$ cat src/rtl/apb_pkg.sv
// Shared types and defaults for the APB master/arbiter slice.
// Holds the FSM state encoding, default bus widths and APB pprot encodings.
package apb_pkg;

  typedef enum logic [1:0] {
    ST_IDLE   = 2'd0,
    ST_SETUP  = 2'd1,
    ST_ACCESS = 2'd2
  } apb_state_e;

  localparam int ADDR_W_DEF = 12;
  localparam int DATA_W_DEF = 32;

  // pprot bit meanings: [0] privileged, [1] non-secure, [2] instruction
  localparam logic [2:0] PPROT_NORMAL = 3'b000;
  localparam logic [2:0] PPROT_PRIV   = 3'b001;
  localparam logic [2:0] PPROT_NONSEC = 3'b010;
  localparam logic [2:0] PPROT_INSTR  = 3'b100;

endpackage

$ cat src/rtl/rr_arbiter.sv
// Combinational round-robin pick: first asserted request at or after ptr_i,
// wrapping to the lowest index below ptr_i when nothing is found above it.
module rr_arbiter #(
  parameter int NREQ  = 2,
  parameter int IDX_W = 1
) (
  input  logic [NREQ-1:0]  req_i,
  input  logic [IDX_W-1:0] ptr_i,
  output logic [NREQ-1:0]  grant_o,
  output logic [IDX_W-1:0] grant_idx_o
);

  logic             hit_hi, hit_lo;
  logic [IDX_W-1:0] idx_hi, idx_lo;

  always_comb begin
    hit_hi = 1'b0;
    hit_lo = 1'b0;
    idx_hi = '0;
    idx_lo = '0;
    // Scanning downwards lets the lowest matching index win in each half.
    for (int c = NREQ - 1; c >= 0; c--) begin
      if (req_i[c]) begin
        if (IDX_W'(c) >= ptr_i) begin
          hit_hi = 1'b1;
          idx_hi = IDX_W'(c);
        end else begin
          hit_lo = 1'b1;
          idx_lo = IDX_W'(c);
        end
      end
    end
    grant_idx_o = hit_hi ? idx_hi : idx_lo;
    grant_o     = (hit_hi || hit_lo) ? (NREQ'(1) << grant_idx_o) : '0;
  end

endmodule

$ cat src/rtl/apb_master_arb.sv
// APB master shared by NREQ requesters: round-robin grant in IDLE, then SETUP and
// ACCESS phases, with a watchdog that forces an error completion on a stalled slave.
module apb_master_arb
  import apb_pkg::*;
#(
  parameter int         NREQ    = 2,
  parameter int         ADDR_W  = ADDR_W_DEF,
  parameter int         DATA_W  = DATA_W_DEF,
  parameter int         TIMEOUT = 16,
  parameter logic [2:0] PPROT   = PPROT_NORMAL
) (
  input  logic                       pclk,
  input  logic                       prst,
  input  logic [NREQ-1:0]            rq_valid,
  output logic [NREQ-1:0]            rq_ready,
  input  logic [NREQ-1:0]            rq_write,
  input  logic [NREQ*ADDR_W-1:0]     rq_addr,
  input  logic [NREQ*DATA_W-1:0]     rq_wdata,
  input  logic [NREQ*DATA_W/8-1:0]   rq_strb,
  output logic [NREQ-1:0]            rsp_valid,
  output logic [DATA_W-1:0]          rsp_rdata,
  output logic                       rsp_err,
  output logic                       psel,
  output logic                       penable,
  output logic                       pwrite,
  output logic [ADDR_W-1:0]          paddr,
  output logic [DATA_W-1:0]          pwdata,
  output logic [DATA_W/8-1:0]        pstrb,
  output logic [2:0]                 pprot,
  input  logic [DATA_W-1:0]          prdata,
  input  logic                       pready,
  input  logic                       pslverr
);

  localparam int STRB_W = DATA_W / 8;
  localparam int IDX_W  = (NREQ > 1) ? $clog2(NREQ) : 1;
  localparam int CNT_W  = (TIMEOUT > 1) ? $clog2(TIMEOUT) : 1;
  localparam logic [CNT_W-1:0] CNT_LAST = CNT_W'(TIMEOUT - 1);

  apb_state_e        state_q;
  logic [IDX_W-1:0]  ptr_q, ptr_d, gnt_q;
  logic [CNT_W-1:0]  cnt_q;
  logic              psel_q, penable_q, pwrite_q, rsp_err_q;
  logic [ADDR_W-1:0] paddr_q;
  logic [DATA_W-1:0] pwdata_q, rsp_rdata_q;
  logic [STRB_W-1:0] pstrb_q;
  logic [NREQ-1:0]   rsp_valid_q;

  logic [NREQ-1:0]   arb_gnt;
  logic [IDX_W-1:0]  arb_idx;
  logic              sel_write;
  logic [ADDR_W-1:0] sel_addr;
  logic [DATA_W-1:0] sel_wdata;
  logic [STRB_W-1:0] sel_strb;

  rr_arbiter #(.NREQ(NREQ), .IDX_W(IDX_W)) u_arb (
    .req_i       (rq_valid),
    .ptr_i       (ptr_q),
    .grant_o     (arb_gnt),
    .grant_idx_o (arb_idx)
  );

  // arb_gnt is one-hot (or zero), so an OR-mux picks the granted command.
  always_comb begin
    sel_write = 1'b0;
    sel_addr  = '0;
    sel_wdata = '0;
    sel_strb  = '0;
    for (int i = 0; i < NREQ; i++) begin
      if (arb_gnt[i]) begin
        sel_write = sel_write | rq_write[i];
        sel_addr  = sel_addr  | rq_addr[i*ADDR_W +: ADDR_W];
        sel_wdata = sel_wdata | rq_wdata[i*DATA_W +: DATA_W];
        sel_strb  = sel_strb  | rq_strb[i*STRB_W +: STRB_W];
      end
    end
    ptr_d = (arb_idx == IDX_W'(NREQ - 1)) ? '0 : arb_idx + 1'b1;
  end

  always_ff @(posedge pclk) begin
    if (prst) begin
      state_q     <= ST_IDLE;
      ptr_q       <= '0;
      gnt_q       <= '0;
      cnt_q       <= '0;
      psel_q      <= 1'b0;
      penable_q   <= 1'b0;
      pwrite_q    <= 1'b0;
      paddr_q     <= '0;
      pwdata_q    <= '0;
      pstrb_q     <= '0;
      rsp_valid_q <= '0;
      rsp_rdata_q <= '0;
      rsp_err_q   <= 1'b0;
    end else begin
      rsp_valid_q <= '0;
      unique case (state_q)
        ST_IDLE: begin
          if (|rq_valid) begin
            gnt_q    <= arb_idx;
            ptr_q    <= ptr_d;
            cnt_q    <= '0;
            pwrite_q <= sel_write;
            paddr_q  <= sel_addr;
            pwdata_q <= sel_wdata;
            pstrb_q  <= sel_write ? sel_strb : '0;
            psel_q   <= 1'b1;
            state_q  <= ST_SETUP;
          end
        end
        ST_SETUP: begin
          penable_q <= 1'b1;
          state_q   <= ST_ACCESS;
        end
        ST_ACCESS: begin
          if (pready || cnt_q == CNT_LAST) begin
            rsp_rdata_q <= (pready && !pwrite_q) ? prdata : '0;
            rsp_err_q   <= pready ? pslverr : 1'b1;
            rsp_valid_q <= NREQ'(1) << gnt_q;
            psel_q      <= 1'b0;
            penable_q   <= 1'b0;
            state_q     <= ST_IDLE;
          end else begin
            cnt_q <= cnt_q + 1'b1;
          end
        end
        default: state_q <= ST_IDLE;
      endcase
    end
  end

  assign rq_ready  = (state_q == ST_IDLE && !prst) ? arb_gnt : '0;
  assign rsp_valid = rsp_valid_q;
  assign rsp_rdata = rsp_rdata_q;
  assign rsp_err   = rsp_err_q;
  assign psel      = psel_q;
  assign penable   = penable_q;
  assign pwrite    = pwrite_q;
  assign paddr     = paddr_q;
  assign pwdata    = pwdata_q;
  assign pstrb     = pstrb_q;
  assign pprot     = PPROT;

endmodule
$ cat config.mk
export PLATFORM = sky130hd
export DESIGN_NAME = apb_master_arb
export DESIGN_NICKNAME = d
export VERILOG_FILES = /design/src/rtl/apb_pkg.sv /design/src/rtl/rr_arbiter.sv /design/src/rtl/apb_master_arb.sv
export SDC_FILE = /design/constraint.sdc
export NUM_CORES = 1
export LEC_CHECK = 0
export CORE_MARGIN = 8
export CORE_UTILIZATION = 39
export DETAILED_ROUTE_END_ITERATION = 7
export PLACE_DENSITY = 0.81
export SLEW_MARGIN = 0
export SYNTH_ARGS = -nofsm -noshare
export SYNTH_HDL_FRONTEND = slang
export SYNTH_SLANG_ARGS = --single-unit
$ cat constraint.sdc
create_clock -name pclk -period 2 [get_ports pclk]
set_input_delay 0.2 -clock pclk [delete_from_list [all_inputs] [get_ports pclk]]
set_output_delay 0.2 -clock pclk [all_outputs]
set_load 0.005 [all_outputs]
==> summary.txt, run 1 <==
Route
  • Total Wirelength: 15100 µm
  • Vias: 4588
  • First-pass iteration count of the detailed router: 5
  • Vias per inst: 5.67
  • Drc violations: 0
  • Wire per inst: 18.6 µm
  • Starting DRT DRC Count: 387
  • Post-route ant nets: 0

Finish
  • Area Overhead vs Synth: 62.7%
  • Nets: 805
  • Post-Route Utilization: 64.7%
  • Filler cells: 876
  • Most common library cell in the layout ignoring fill and taps: clkdlybuf4s50_1
  • Most frequent cells in the layout: 220 x clkdlybuf4s50_1, 94 x dfxtp_1, 57 x nand4_1
  • Layout cell share with drive strength beyond 1: 6.84%
  • Ant diodes: 0

Timing
  • Hold Vio Cnt, Final: 0
  • Final period util: 94.7%
  • Worst slew pin tran: 0.651 ns
  • Max Clk Rate: 0.528 GHz
  • RSZ-0062 raised after global routing: false
  • Max transition margin: 56.5%
  • Period minus WS final: 1.89 ns
  • Setup TNS: 0 ns
  • Setup Skew: 0.00883 ns
  • Hold slack: 0.206 ns
  • Setup violations, final: 0
  • Setup ws final: 0.105 ns
  • Max Transition Viols Final: 0

Min path
  • Worst Hold Class: in2reg
  • Hold Path End: cnt_q[0]$_SDFFE_PP0P_
  • Worst hold path stage count: 2
  • Hold path start: prst

GRT
  • First-pass GRT wire length: 23700 µm
  • Initial antenna violation count: 0
  • Largest net degree at the start of global routing: 50
  • Total track usage: 20.6%
  • Vias in the first global route: 4650
  • GRT overflow: 0

Die
  • Cell row count: 37
  • Initial Util: 39.7%
  • Width of the die: 118 µm
  • Core Box Area: 10200 µm²
  • Die area: 13900 µm²
  • # IOs: 227
  • Die Span Y: 118 µm

Critical path
  • Worst path cell trace: clkdlybuf4s50_1 > a21boi_4 > and3_1 > clkdlybuf4s50_1
  • R2r setup slk: 0.37 ns
  • Crit. End Element: output pin
  • Worst r2r src: cnt_q[0]$_SDFFE_PP0P_
  • R2r endpoint: cnt_q[3]$_SDFFE_PP0P_
  • WP data arrival: 1.69 ns
  • Slowest stage delay, CP: 0.55 ns
  • CP Class: in2out
  • Required time worst endpoint: 1.80 ns
  • Reg2Reg Depth: 4
  • Critical Path Start Type: input pin
  • Crit Path Max Fanout: 4
  • Crit path top cell by count: clkdlybuf4s50_1
  • Slowest CP cell: clkdlybuf4s50_1

Logic synthesis
  • Mapped Avg Cell Area: 8.54 µm²
  • Cell variety after synth: 43
  • YS warnings: 0
  • Number of synthesized flops with an enable pin: 0
  • Synth Flop Type: dfxtp_1
  • FF+latch count, synth: 94
  • Ys async rst share: 0%
  • Cells after Synth: 474
  • Post-synthesis sequential area ratio: 46.5%
  • Synthesized area: 4050 µm²

Power
  • IR drop worst, VDD: 351 µV
  • Pwr dens: 677 nW/µm²
  • Power, Total: 4.46 mW
  • Leak pwr: 2.24 nW

Clock network
  • CTS tree: done
  • Clock tree buffer depth: 2
  • Cts bufs inserted: 9
  • Hold buffers post-CTS: 0
  • Worst skew pair latency: 0.35 ns
  • # clock sinks: 94
  • Root buf cell: clkbuf_8
  • Htree depth: 3
  • # resized after CTS: 0
  • Setup bufs post-CTS: 0
  • Clock transition at path regs: 0.09 ns

Run status
  • Status: finished, final reports clean

Place
  • IO buf count: 223
  • Place WS: 0.0976 ns
  • HPWL Detailed: 11000 µm
  • RD Place Congestion: 0.857

Run
  • Max-Cap Viols: 0
==> per-layer routing <==
| layer | vias up | part of all wire [%] | routed length, µm | track usage [%] |
|---|---|---|---|---|
| met5 | - | 0 | 0 | 0 |
| met4 | 0 | 2.5 | 371 | 8.97 |
| met3 | 26 | 8.5 | 1290 | 7.39 |
| met2 | 226 | 47 | 7160 | 34.9 |
| met1 | 2141 | 42 | 6260 | 22.8 |
| li1 | 2195 | - | - | - |
==> synth_stat cells (3+ instances only) <==
library cell / count / area share [%]
o32ai_1: 4 / 0.87
clkbuf_1: 27 / 2.5
buf_4: 4 / 0.74
o21ai_1: 5 / 0.62
a31oi_1: 26 / 4.0
o21ai_0: 54 / 6.7
nor2_1: 3 / 0.28
nand2_1: 38 / 3.5
nand4_1: 57 / 8.8
a32oi_1: 24 / 5.2
nand2b_1: 3 / 0.46
a21oi_1: 26 / 3.2
buf_2: 24 / 3.0
a211oi_1: 20 / 3.7
buf_1: 5 / 0.46
dfxtp_1: 94 / 46
nand3_1: 30 / 3.7
==> kinds of logic after synthesis <==
| group | synth area share, % |
|---|---|
| other cells | 0.0926 |
| flops | 46.5 |
| compound gates | 26.8 |
| fa+ha+maj | 0.309 |
| simple gates | 18.9 |
| buf+inv | 7.20 |
| mux | 0.247 |
==> stage by stage <==
| step | instance area (µm²) | std cells |
|---|---|---|
| 3_5_place_dp | 6380 | 793 |
| 6_report | 6590 | 809 |
| 5_1_grt | 6590 | 809 |
| 2_1_floorplan | 4060 | 476 |
| 3_3_place_gp | 6380 | 793 |
| 4_1_cts | 6580 | 809 |
==> power by group <==
| group | internal (mW) | total (mW) | switching [mW] |
|---|---|---|---|
| Combinational | 0.606 | 1.11 | 0.501 |
| Clock | 0.646 | 1.28 | 0.631 |
| Sequential | 2.00 | 2.07 | 0.0749 |
==> cell type report <==
cell class / instances / area, µm² / area share (%)
inverters: 3 / 11.3 / 0.171
well taps: 136 / 170 / 2.58
multi-input cells: 317 / 1910 / 29.0
flip-flops and latches: 94 / 1880 / 28.6
clock buffers: 13 / 159 / 2.41
clock inverters: 3 / 42.5 / 0.646
repair buffers: 243 / 2410 / 36.6
==> registers in the layout, indices dropped and copies added (netlist names) <==
name,cells
cnt_q,4
gnt_q,1
state_q,2
rsp_err,1
pwrite,1
pstrb,4
pwdata,32
psel,1
rsp_valid,2
ptr_q,1
penable,1
paddr,12
rsp_rdata,32
==> critical path: cells and delay by family <==
kind / cells / cell delay, ns
buffers and inverters: 2 / 1.08
AOI/OAI and AO/OA: 1 / 0.24
and+or+nand+nor: 1 / 0.17
==> how the worst max path moves through the flow <==
stage / depth (start not counted) / start / end / slack [ns]
global placement: 4 / rq_valid[0] / rq_ready[0] / 0.11
CTS: 4 / ptr_q$_SDFFE_PP0P_ / rq_ready[1] / 0.05
global route: 4 / rq_valid[0] / rq_ready[0] / 0.08
detailed placement: 4 / rq_valid[0] / rq_ready[0] / 0.1
floorplan: 4 / cnt_q[0]$_SDFFE_PP0P_ / cnt_q[3]$_SDFFE_PP0P_ / 0.47
finish: 4 / rq_valid[0] / rq_ready[0] / 0.11
(Power assumes the default switching activity.)
==> inputs of run 2 (changes only) <==
- GPL_TIMING_DRIVEN: default -> 0
==> run 2 against run 1 <==
Effect of this change:
- combinational power increased by 5%
- critical path depth up 2
- clock skew is 0.0023 ns higher
- non-clock buffer count up 40
- routed wire length grew 8.9%
- fmax grew 3.5%
- sequential share of layout area shrank 0.50 points
- clock-buffer cell count fell by 3
- largest cell class unchanged
==> summary.txt, run 2 (same netlist as run 1, synthesis figures left out) <==
Power
  • Power, Total: 4.67 mW (was 4.46 mW)
  • Leak pwr: 2.31 nW (was 2.24 nW)
  • P_int: 3.37 mW (was 3.25 mW)
  • Sequential fraction of design power: 44.4% (was 46.5%)
  • Sw power: 1.30 mW (was 1.21 mW)
  • Switch share: 27.9% (was 27.1%)
  • IR drop worst, VDD: 470 µV (was 351 µV)
  • Power share of the clock group: 30.9% (was 28.7%)
  • Comb pwr share: 24.8% (about the same)
  • Pwr dens: 696 nW/µm² (was 677 nW/µm²)

Clock network
  • Cts bufs inserted: 9 (unchanged)
  • Hold buffers post-CTS: 0 (unchanged)
  • Clock transition at path regs: 0.10 ns (was 0.09 ns)
  • CTS tree: done (unchanged)
  • Htree depth: 3 (unchanged)
  • Worst skew pair latency: 0.36 ns (was 0.35 ns)
  • Clock tree buffer depth: 2 (unchanged)
  • Root buf cell: clkbuf_8 (unchanged)
  • # clock sinks: 94 (unchanged)

Critical path
  • Required time worst endpoint: 1.80 ns (about the same)
  • WP data arrival: 1.63 ns (was 1.69 ns)
  • CP Class: reg2out (was in2out)
  • Critical Path Start Type: flop (was input pin)
  • Crit Path Max Fanout: 10 (was 4)
  • R2r setup slk: 0.22 ns (was 0.37 ns)
  • Crit. End Element: output pin (unchanged)

Finish
  • Most frequent cells in the layout: 219 x clkdlybuf4s50_1, 92 x dfxtp_1, 57 x nand4_1 (was 220 x clkdlybuf4s50_1, 94 x dfxtp_1, 57 x nand4_1)
  • Area Overhead vs Synth: 65.8% (was 62.7%)
  • Most common library cell in the layout ignoring fill and taps: clkdlybuf4s50_1 (unchanged)
  • Filler cells: 853 (was 876)
  • Nets: 845 (was 805)
  • Ant diodes: 0 (unchanged)
  • Layout cell share with drive strength beyond 1: 8.56% (was 6.84%)

Timing
  • Setup Skew: 0.0111 ns (was 0.00883 ns)
  • Hold Vio Cnt, Final: 0 (unchanged)
  • Final period util: 91.5% (was 94.7%)
  • Setup ws final: 0.170 ns (was 0.105 ns)
  • Max Transition Viols Final: 0 (unchanged)
  • RSZ-0062 raised after global routing: false (unchanged)
  • Worst slew pin tran: 0.537 ns (was 0.651 ns)
  • Period minus WS final: 1.83 ns (was 1.89 ns)
  • Max Clk Rate: 0.546 GHz (was 0.528 GHz)
  • Setup violations, final: 0 (unchanged)
  • Max transition margin: 64.2% (was 56.5%)

Run status
  • Status: finished, final reports clean (unchanged)

Die
  • Core Box Area: 10200 µm² (unchanged)
  • Initial Util: 39.7% (unchanged)
  • Width of the die: 118 µm (unchanged)
  • Die Span Y: 118 µm (unchanged)
  • # IOs: 227 (unchanged)
  • Cell row count: 37 (unchanged)
  • Die area: 13900 µm² (unchanged)

Place
  • IO buf count: 222 (was 223)
  • HPWL Detailed: 12900 µm (was 11000 µm)
  • Place WS: -0.459 ns (was 0.0976 ns)
  • RD Place Congestion: 0.872 (was 0.857)

Route
  • Vias: 4861 (was 4588)
  • First-pass iteration count of the detailed router: 5 (unchanged)
  • Post-route ant nets: 0 (unchanged)
  • Total Wirelength: 16400 µm (was 15100 µm)
  • Vias per inst: 5.73 (was 5.67)
  • Met3 WL: 1410 µm (was 1290 µm)
  • Met1 WL: 6590 µm (was 6260 µm)
  • Starting DRT DRC Count: 428 (was 387)
  • Drc violations: 0 (unchanged)
  • Met2 WL: 7930 µm (was 7160 µm)
  • Top Metal Used: met4 (unchanged)
  • Wire per inst: 19.3 µm (was 18.6 µm)

Min path
  • Worst Hold Class: in2reg (unchanged)

GRT
  • GRT overflow: 0 (unchanged)
  • Vias in the first global route: 4994 (was 4650)
  • Total track usage: 22.8% (was 20.6%)
  • Largest net degree at the start of global routing: 20 (was 50)
  • First-pass GRT wire length: 26000 µm (was 23700 µm)
  • Initial antenna violation count: 0 (unchanged)

Run
  • Max-Cap Viols: 0 (unchanged)
==> run 2: changes by cell type in the layout (fill, tap and decap cells not counted), moves of 3 or more <==
cell	previous run	this run
clkbuf_1	2	24
buf_1	0	4
buf_2	2	22
clkbuf_2	0	3
buf_12	3	0
buf_4	17	6
==> run 2: worst max-delay path, cell delays in order (launching register included) <==
cell and delay [ns]:
dfxtp_2 0.39, nand2b_1 0.12, clkbuf_2 0.16, buf_6 0.16, nand3_1 0.15, nor2_1 0.14, clkbuf_2 0.15
==> run 2: repair_timing <==
| item | in CTS | in global routing |
|---|---|---|
| pin swaps | 1 | 0 |
| cloned | 0 | 0 |
| setup buffers | 2 | 0 |
| endpoints found under the setup margin | 2 | 1 |
| gates resized for setup | 16 | 3 |
==> run 2: cell type report <==
cell class	count	area (µm²)	area share (%)
Timing Repair Buffer	224	2230	33.2
Multi-Input combinational cell	317	1890	28.2
Sequential cell	94	1880	28.1
Buffer	59	292	4.34
Tap cell	136	170	2.54
Clock buffer	10	138	2.05
Clock inverter	6	92.6	1.38
Inverter	3	12.5	0.186
==> run 2: layer usage <==
metal  up-vias  global-route usage (%)
met3        34                    7.24
met5         -                       0
li1       2282                       -
met1      2317                    25.2
met4         0                    10.0
met2       228                    39.3
==> run 2: path summary, 6_finish.rpt <==
check / endpoint / start / depth (start not counted)
hold reg to reg: rsp_valid[0]$_SDFF_PP0_ / gnt_q$_SDFFE_PP0P_ / 1
setup / recovery: rq_ready[1] / ptr_q$_SDFFE_PP0P_ / 6
hold / removal: rsp_rdata[9]$_SDFFE_PP0P_ / prdata[9] / 3
setup reg to reg: rsp_rdata[24]$_SDFFE_PP0P_ / cnt_q[0]$_SDFFE_PP0P_ / 5
==> run 2: power groups by stage <==
stage / Combinational, mW / Sequential (mW) / Clock, mW
4_1_cts: 1.16 / 2.07 / 1.47
5_1_grt: 1.25 / 2.09 / 1.54
3_3_place_gp: 1.11 / 2.11 / 0
6_report: 1.16 / 2.07 / 1.44
2_1_floorplan: 0.455 / 2.11 / 0
3_5_place_dp: 1.14 / 2.11 / 0
==> run 2: stage by stage <==
stage | hold WS [ns] | TNS (ns) | utilization [%] | instances | area [µm²]
after floorplan | 0.310 | 0 | - | 476 | 4060
after global placement | 0.437 | -0.816 | 63.3 | 834 | 6450
after detailed placement | 0.449 | -0.914 | 63.3 | 834 | 6450
after CTS | 0.378 | 0 | 65.9 | 849 | 6710
after global routing | 0.407 | 0 | 65.9 | 849 | 6710
final | 0.400 | 0 | 65.9 | 849 | 6710
==> inputs of run 3 (changes only) <==
- ABC_CLOCK_PERIOD_IN_PS: default -> 2000
- GPL_ROUTABILITY_DRIVEN: default -> 1
==> results of run 3 <==
Final layout, timing and power as in run 2 (identical DEF).
